--- src/rtl/a1csah_pkg.sv ---
// -----------------------------------------------------------------------------
// a1csah_pkg
//   Shared definitions for the a1csah16 core and the multi-cycle wrapper:
//   slice width, FSM state encoding and a constant clog2 helper.
// -----------------------------------------------------------------------------
package a1csah_pkg;

  localparam int SLICE_W = 16;

  typedef enum logic [1:0] {
    IDLE = 2'd0,
    RUN  = 2'd1,
    DONE = 2'd2
  } state_t;

  // Ceiling log2, usable in constant expressions; returns at least 1 so that
  // derived counters are never zero width.
  function automatic int clog2(input int value);
    int r;
    r = 1;
    while ((1 << r) < value) begin
      r = r + 1;
    end
    return r;
  endfunction

endpackage

--- src/rtl/a1csah16.sv ---
// -----------------------------------------------------------------------------
// a1csah16
//   16-bit carry-select adder core. Low byte ripples from cin; the high byte is
//   precomputed for both carry values and selected by the low-byte carry.
//   Also reports the group generate/propagate of the 16-bit slice so that an
//   upstream controller can build the inter-slice carry.
// Ports
//   cin   in  1   carry into bit 0
//   a, b  in  16  operands
//   s     out 16  a+b+cin mod 2^16
//   gen   out 1   slice generates a carry regardless of cin
//   prop  out 1   slice propagates cin to its carry out
// -----------------------------------------------------------------------------
module a1csah16 (
  input  logic        cin,
  input  logic [15:0] a,
  input  logic [15:0] b,
  output logic [15:0] s,
  output logic        gen,
  output logic        prop
);

  logic [8:0] lo_sum;     // low byte with the real carry in
  logic [8:0] lo_gen_sum; // low byte with carry in forced to 0
  logic [8:0] hi_sum0;    // high byte assuming low-byte carry 0
  logic [8:0] hi_sum1;    // high byte assuming low-byte carry 1

  assign lo_sum     = {1'b0, a[7:0]} + {1'b0, b[7:0]} + {8'd0, cin};
  assign lo_gen_sum = {1'b0, a[7:0]} + {1'b0, b[7:0]};
  assign hi_sum0    = {1'b0, a[15:8]} + {1'b0, b[15:8]};
  assign hi_sum1    = {1'b0, a[15:8]} + {1'b0, b[15:8]} + 9'd1;

  assign s = {(lo_sum[8] ? hi_sum1[7:0] : hi_sum0[7:0]), lo_sum[7:0]};

  assign prop = &(a ^ b);
  assign gen  = hi_sum0[8] | ((&(a[15:8] ^ b[15:8])) & lo_gen_sum[8]);

endmodule

--- src/rtl/a1csah_mc_adder.sv ---
// -----------------------------------------------------------------------------
// a1csah_mc_adder
//   Multi-cycle WIDTH-bit adder built around one a1csah16 core. Operands are
//   latched on accept and fed to the core one 16-bit slice per cycle, low slice
//   first; the carry between slices lives in carry_q and is formed from the
//   core's gen/prop. The result is presented with a valid/ready handshake and
//   a new operand pair may be accepted in the same cycle the result leaves.
// Parameters
//   WIDTH      operand/sum width, multiple of 16 and >= 32
// Ports
//   clk, rst_n            clock, asynchronous active-low reset
//   in_valid / in_ready   operand handshake (a, b, cin)
//   out_valid / out_ready result handshake (sum, cout)
//   grp_gen / grp_prop    word generate/propagate (A1CSAH_MC_GP_OUT_EN only)
// Configuration
//   A1CSAH_MC_GP_OUT_EN   adds the word generate/propagate accumulators/ports
// -----------------------------------------------------------------------------
module a1csah_mc_adder
  import a1csah_pkg::*;
#(
  parameter int WIDTH = 64
) (
  input  logic             clk,
  input  logic             rst_n,
  input  logic             in_valid,
  output logic             in_ready,
  input  logic [WIDTH-1:0] a,
  input  logic [WIDTH-1:0] b,
  input  logic             cin,
  output logic             out_valid,
  input  logic             out_ready,
  output logic [WIDTH-1:0] sum,
  output logic             cout
`ifdef A1CSAH_MC_GP_OUT_EN
  ,
  output logic             grp_gen,
  output logic             grp_prop
`endif
);

  localparam int NSLICE = WIDTH / SLICE_W;
  localparam int IDX_W  = clog2(NSLICE);
  localparam logic [IDX_W-1:0] LAST_IDX = IDX_W'(NSLICE - 1);

  state_t             state_q, state_d;
  logic [IDX_W-1:0]   idx_q;
  logic [WIDTH-1:0]   a_q, b_q, sum_q;
  logic               carry_q;
  logic               alive_q;   // holds in_ready low until the first edge after reset
  logic               accept;

  logic [SLICE_W-1:0] core_a, core_b, core_s;
  logic               core_gen, core_prop;

  // ---------------------------------------------------------------------------
  // Core: slice selected by idx_q, carry chain closed through carry_q.
  // ---------------------------------------------------------------------------
  assign core_a = a_q[SLICE_W*idx_q +: SLICE_W];
  assign core_b = b_q[SLICE_W*idx_q +: SLICE_W];

  a1csah16 u_core (
    .cin  (carry_q),
    .a    (core_a),
    .b    (core_b),
    .s    (core_s),
    .gen  (core_gen),
    .prop (core_prop)
  );

  // ---------------------------------------------------------------------------
  // Handshake and FSM
  // ---------------------------------------------------------------------------
  assign in_ready  = alive_q & ((state_q == IDLE) | ((state_q == DONE) & out_ready));
  assign accept    = in_valid & in_ready;
  assign out_valid = (state_q == DONE);
  assign sum       = sum_q;
  assign cout      = carry_q;

  // NOTE: every signal written here gets a default first, so no path through
  // the case leaves it unassigned and no latch is inferred.
  always_comb begin
    state_d = state_q;
    case (state_q)
      IDLE: if (accept) state_d = RUN;
      RUN:  if (idx_q == LAST_IDX) state_d = DONE;
      DONE: if (out_ready) state_d = accept ? RUN : IDLE;
      default: state_d = IDLE;
    endcase
  end

  // NOTE: sequential state uses non-blocking assignments so every register
  // samples pre-edge values regardless of statement order.
  always_ff @(posedge clk or negedge rst_n) begin
    if (!rst_n) begin
      state_q <= IDLE;
      alive_q <= 1'b0;
      idx_q   <= '0;
      carry_q <= 1'b0;
      sum_q   <= '0;
    end else begin
      state_q <= state_d;
      alive_q <= 1'b1;
      if (accept) begin
        idx_q   <= '0;
        carry_q <= cin;
      end else if (state_q == RUN) begin
        sum_q[SLICE_W*idx_q +: SLICE_W] <= core_s;
        carry_q <= core_gen | (core_prop & carry_q);
        // Saturate at the last slice; the FSM leaves RUN on that same edge.
        if (idx_q != LAST_IDX) idx_q <= idx_q + IDX_W'(1);
      end
    end
  end

  // NOTE: the operand registers are pure data, always overwritten on accept
  // before they are read, so they carry no reset.
  always_ff @(posedge clk) begin
    if (accept) begin
      a_q <= a;
      b_q <= b;
    end
  end

`ifdef A1CSAH_MC_GP_OUT_EN
  // Word generate/propagate, folded slice by slice exactly like the carry.
  logic gg_q, gp_q;

  always_ff @(posedge clk or negedge rst_n) begin
    if (!rst_n) begin
      gg_q <= 1'b0;
      gp_q <= 1'b0;
    end else if (accept) begin
      gg_q <= 1'b0;
      gp_q <= 1'b1;
    end else if (state_q == RUN) begin
      gg_q <= core_gen | (core_prop & gg_q);
      gp_q <= gp_q & core_prop;
    end
  end

  assign grp_gen  = gg_q;
  assign grp_prop = gp_q;
`endif

endmodule

--- config.mk ---
export PLATFORM = sky130hd
export DESIGN_NAME = a1csah_mc_adder
export DESIGN_NICKNAME = d
export VERILOG_FILES = /design/src/rtl/a1csah_pkg.sv /design/src/rtl/a1csah16.sv /design/src/rtl/a1csah_mc_adder.sv
export SDC_FILE = /design/constraint.sdc
export NUM_CORES = 1
export LEC_CHECK = 0
export CORE_UTILIZATION = 50
export CTS_CLUSTER_DIAMETER = 150
export DETAILED_ROUTE_END_ITERATION = 7
export DONT_BUFFER_PORTS = 1
export SLEW_MARGIN = 0
export SYNTH_ARGS = -nofsm -noshare
export SYNTH_HDL_FRONTEND = slang
export SYNTH_SLANG_ARGS = --single-unit
--- constraint.sdc ---
create_clock -name clk -period 6 [get_ports clk]
set_clock_uncertainty 0.2 [all_clocks]
set_input_delay 0.9 -clock clk [delete_from_list [all_inputs] [get_ports clk]]
set_output_delay 0.9 -clock clk [all_outputs]
set_load 0.05 [all_outputs]
==> results.yml, run 1 <==
route:
  ant_nets: 0
  drtIter0Drc: 240
  wirelength_mm: 16.17
  drc_errors: 0
  drtPass1Iterations: 5
  wl_per_cell_um: 20.97
  drt-vias-per-instance: 5.747
  num_vias: 4431
cts:
  clock_path_buffers: 2
  path_clk_slew_ps: 70
  cts-root-buf: "clkbuf_16"
  cts_sinks: 198
  postCtsSetupRepairBufs: 0
  clk_latency_ps: 430
  htree_levels: 4
  cts_made_buffers: 17
  cts_tree: "done"
finish:
  finalNetCount: 702
  syn_to_final_growth_pct: 9.739
  layout-drive-gt1-share_pct: 14.41
  final_util_pct: 56.63
  antenna_cells: 0
worst_hold_path:
  hold_path.class: "in -> async"
pwr:
  ir_drop_mv: 0.2586
  p_leak_nw: 3.390
  powerDensity_mw_per_mm2: 638.9
timing:
  timing.fmax_mhz: 212.4
  tightest_slew_ps: 1152
  min_period_over_period_pct: 78.48
  finalCriticalPeriod_ps: 4709
  setup_violations: 0
  timing.final.max_slew_violations: 0
  fin_tns_setup_ps: 0
  rsz0062_at_grt: "no"
  hold_violations: 0
  maxSlewHeadroom_pct: 23.18
worst_setup_path:
  r2r_setup_slack_ps: 1290
  critPathTopFamily: "compound AO/OA/AOI/OAI gates"
  crit_slowest_cell: "dfrtp_2"
  arrival_ps: 4870
  worst-path-buf-inv: 1
  startpoint_type: "flop"
  worst-path-max-fanout: 26
  end_kind: "flop"
  path_cells: "buf_4 > mux4_2 > ha_1 > nor2b_1 > a221o_1 > a211oi_1 > or4_1 > nand4b_1 > xnor2_1 > a22o_1"
  cp_slowest_stage_delay_ps: 910
  criticalPathCategory: "reg -> reg"
  worstPathRequired_ps: 6160
placement:
  place_congestion: 0.7981
  port_buffers: 0
  place_hpwl_mm: 11.75
synthesis:
  yosys-top-cells-area: "edfxtp_1, dfrtp_1, mux4_2"
  synth_edf_count: 128
  seq_area_frac_synth_pct: 67.52
  ys_top_cells_by_count: "edfxtp_1, dfrtp_1, nand2_1, o21ai_0, mux4_2"
  syn_inst: 534
  synth_ff_type: "edfxtp_1"
  synth.most_common_cell: "edfxtp_1"
  synth_area_mm2: 0.008287
  yosys.area.top_type: "edfxtp_1"
  synth_nets: 694
  yosysWarningCount: 0
  ys_seq_elements: 198
  synth.distinct_cells: 50
  synth_area_per_cell_um2: 15.52
  yosysTopAreaCellShare_pct: 46.38
  async_flop_share_pct: 35.35
grt:
  grt_pass1_vias: 4450
  grt-ovfl-total: 0
  grtUsageTotal_pct: 19.67
  grt_start_max_net_pins: 98
  antenna_found_initial: 0
  grt_first_pass_wirelength_mm: 24.45
die:
  num_rows: 46
  dieArea_mm2: 0.01709
  fp.dieW_um: 130.7
  start_util_pct: 51.61
  io_pins: 200
  die_h_um: 130.7
  core_region_area_mm2: 0.01606
status:
  status: "finished clean"
flow_run:
  maxCapViolations: 0
## repair_timing
action                    4_1_cts  5_1_grt
gates resized for setup         0        0
hold buffers                    1        0
hold endpoints to repair       70        0
## registers in the layout, summed over array words and instances, names as in the netlist
signal,count
sum,64
cout,1
a_q,64
alive_q,1
b_q,64
idx_q,2
state_q,2
## per-layer routing
layer	routed length, µm	GRT usage (%)	share of wire [%]	vias to the layer above
met4	212	7.235	1.3	0
met5	0	0	0	-
met3	1604	8.184	9.9	14
met2	7512	30.59	46	179
met1	6842	24.74	42	2181
li1	-	-	-	2057
## power by group
group | switching (W) | internal [W] | leakage (nW)
sequential | 0.000656 | 0.00170 | 2.13
clock | 0.000500 | 0.000532 | 0.254
combinational | 0.00148 | 0.000941 | 1.01
## cells in the final DEF, fill, tap and decap left out, types with 3 or more instances in the layout
cell type,Yosys,routed
clkinv_1,0,4
clkinv_4,0,3
ha_1,25,25
edfxtp_1,128,128
mux4_2,32,32
a21oi_1,13,13
inv_1,10,9
xnor2_1,10,10
nor2b_1,5,5
nand2b_1,5,5
nand2_1,54,54
o21ai_0,41,41
nand3_1,4,4
a211oi_1,7,6
o21ai_1,5,5
dfrtp_1,70,68
clkbuf_16,0,17
or4_1,3,3
xor2_1,11,11
and3_1,4,4
a22o_1,29,29
a21o_1,3,3
nand4_1,6,6
buf_4,0,4
nor2_1,23,23
## final cells by class
class,count,area (µm²)
fillers,1256,6964
multi-input cells,310,2596
inverters,10,40.04
clock inverters,15,106.4
clock buffers,17,425.4
flip-flops and latches,198,5598
well taps,216,270.3
repair buffers,5,57.56
## worst paths after layout
path	end	depth (start not counted)	startpoint
max in group asynchronous	idx_q[1]	1	rst_n
hold / removal	sum[1]	1	rst_n
min in group clk	a_q[47]	0	a[47]
setup reg to reg	sum[14]	10	idx_q[0]
setup / recovery	sum[14]	10	idx_q[0]
hold reg to reg	state_q[0]	2	state_q[0]
## logic make-up (layout without fill, tap and decap cells)
group                      after synthesis  in the layout  synth area share [%]
DFF                                    198            198                 67.52
adders and majority gates               27             27                 4.258
muxes                                   33             33                 8.863
other                                    1              1               0.04525
xor gates and xnor gates                23             23                 2.612
and+or+nand+nor                        119            119                 6.991
AOI/OAI and AO/OA                      107            107                 8.501
buffers and inverters                   26             47                 1.208
## metrics by stage
step	cell area [µm²]	instances	hold WS, ps	total power (W)	worst slack (ps)
3_3_place_gp	8534	738	405.7	0.004752	1328
5_1_grt	9094	771	147.4	0.006185	964.6
6_report	9094	771	152.0	0.005810	1291
2_1_floorplan	8287	534	404.4	0.004179	218.5
3_5_place_dp	8534	738	405.8	0.004809	1262
4_1_cts	9094	771	148.1	0.005858	1244
Note: power is estimated with default switching activity, not from simulation.
==> inputs of run 2 (changes only) <==
- PLACE_DENSITY: default -> 0.68
- clock period: 6 -> 4 ns (I/O delays scaled with it)
==> run 2 against run 1 <==
  * Clock-buffer cell count is 1 higher
  * Via count is 3.6% higher
  * Design area is 4.5% higher
  * Non-clock buffer count is 28 higher
  * Global-route usage is 0.83 points higher
  * Die area stayed put
  * Core utilization is 2.5 points higher
  * Worst setup slack worse by 1100 ps
  * Sequential share of layout area is 2.6 points lower
  * Flip-flop and latch count stayed put
  * Largest cell class unchanged
==> results.yml, run 2 (same netlist as run 1, synthesis figures left out) <==
status:
  status: "finished clean"
finish:
  final_util_pct: 59.16
  finalNetCount: 730
  design_area_mm2: 0.009499
  antenna_cells: 0
  fillers: 1199
  layout-drive-gt1-share_pct: 21.17
  layout_commonest_cell: "edfxtp_1"
  syn_to_final_growth_pct: 14.63
  final_cell_mix: "edfxtp_1, dfrtp_1, nand2_1"
grt:
  antenna_found_initial: 0
  grt_start_max_net_pins: 74
  grt_use_met3_pct: 8.103
  grt.busiest_layer: "met2"
  grt_use_met1_pct: 23.66
  met2_usage_pct: 34.39
  grt_first_pass_wirelength_mm: 25.45
  grtUsageTotal_pct: 20.50
  grt-ovfl-total: 0
  grt_pass1_vias: 4826
placement:
  placed_area_mm2: 0.008738
  place_congestion: 0.8221
  place_ws_ps: -74.54
  port_buffers: 0
  place_hpwl_mm: 12.40
route:
  num_vias: 4592
  drt-vias-per-instance: 5.762
  drtPass1Iterations: 7
  drc_errors: 0
  drtIter0Drc: 271
  wl_per_cell_um: 21.04
  wirelength_mm: 16.77
  ant_nets: 0
worst_hold_path:
  hold_depth: 0
  hold_start: "b[59]"
  hold_path.class: "in -> reg"
worst_setup_path:
  worst-path-buf-inv: 2
  worstPathRequired_ps: 4100
  crit_slowest_cell: "or4_4"
  crit_top_cell: "xor2_2"
  cp_slowest_stage_delay_ps: 600
  arrival_ps: 3940
  reg2reg_from: "idx_q[0]"
  criticalPathCategory: "reg -> reg"
  path_cells: "buf_12 > mux4_2 > ha_2 > inv_1 > fa_1 > nand2b_4 > a21oi_2 > xor2_2 > nand4b_4 > or4_4 > and2_4 > xor2_2 > a22o_1"
  crit_start: "idx_q[0]"
  worst-path-max-fanout: 8
  ff2ff_path_depth: 13
  critPathTopFamily: "simple AND/OR/NAND/NOR gates"
  end_kind: "flop"
  path_depth: 13
  startpoint_type: "flop"
timing:
  tightest_slew_ps: 1146
  hold_violations: 0
  timing.final.max_slew_violations: 0
  setup_violations: 0
  fin_ws_ps: 164.1
  finalCriticalPeriod_ps: 3836
  maxSlewHeadroom_pct: 23.43
  timing.fmax_mhz: 260.7
  fin_tns_setup_ps: 0
  rsz0062_at_grt: "yes"
  min_period_over_period_pct: 95.90
cts:
  clk_latency_ps: 420
  cts-root-buf: "clkbuf_16"
  clock_path_buffers: 2
  cts_made_buffers: 17
  htree_levels: 4
  cts_tree: "done"
  path_clk_slew_ps: 70
  cts_sinks: 198
die:
  start_util_pct: 51.61
  fp.dieW_um: 130.7
  io_pins: 200
  die_h_um: 130.7
  core_region_area_mm2: 0.01606
  dieArea_mm2: 0.01709
  num_rows: 46
flow_run:
  maxCapViolations: 0
-- run 2: cell count changes in the layout (fill, tap and decap cells not counted), moves of 3 or more --
| cell | before | now |
|---|---|---|
| a211oi_1 | 6 | 3 |
| a211oi_2 | 1 | 4 |
| a21oi_1 | 13 | 9 |
| a21oi_2 | 1 | 5 |
| buf_12 | 0 | 4 |
| buf_4 | 4 | 25 |
| o21ai_0 | 41 | 37 |
| o21ai_1 | 5 | 9 |
-- run 2: worst paths after layout --
path	endpoint	slack (ps)
hold / removal	b_q[59]	70
hold reg to reg	state_q[0]	540
min in group asynchronous	sum[56]	560
setup / recovery	sum[24]	160
max in group asynchronous	idx_q[1]	2760
setup reg to reg	sum[24]	160
-- run 2: layer usage --
layer	routed length (µm)	share of wire [%]
met5	0	0
met2	8503	51
met4	280	1.7
met1	6326	38
met3	1659	9.9
-- run 2: per-stage QoR --
stage               cells  hold slack, ps
floorplan             534           104.4
global placement      759           105.7
detailed placement    759           105.7
CTS                   793           50.01
global route          797           44.13
finish                797           70.29
-- run 2: timing repair --
action,CTS,global route
hold endpoints to repair,70,0
hold buffers,2,0
resized for setup,1,24
buffers inserted,2,4
pin swaps,0,6
setup endpoints to repair,28,36
-- run 2: final cells by class --
cell class / count / area [µm²] / share of cell area, %
clock buffers: 18 / 429.2 / 4.518
clock inverters: 12 / 105.1 / 1.106
inverters: 10 / 41.29 / 0.4347
multi-input cells: 310 / 2711 / 28.54
flip-flops and latches: 198 / 5598 / 58.93
well taps: 216 / 270.3 / 2.845
repair buffers: 33 / 344.1 / 3.622
Power of run 2 is not shown: default switching activity piles up to over one toggle a cycle in this logic, so the estimate is an artifact.
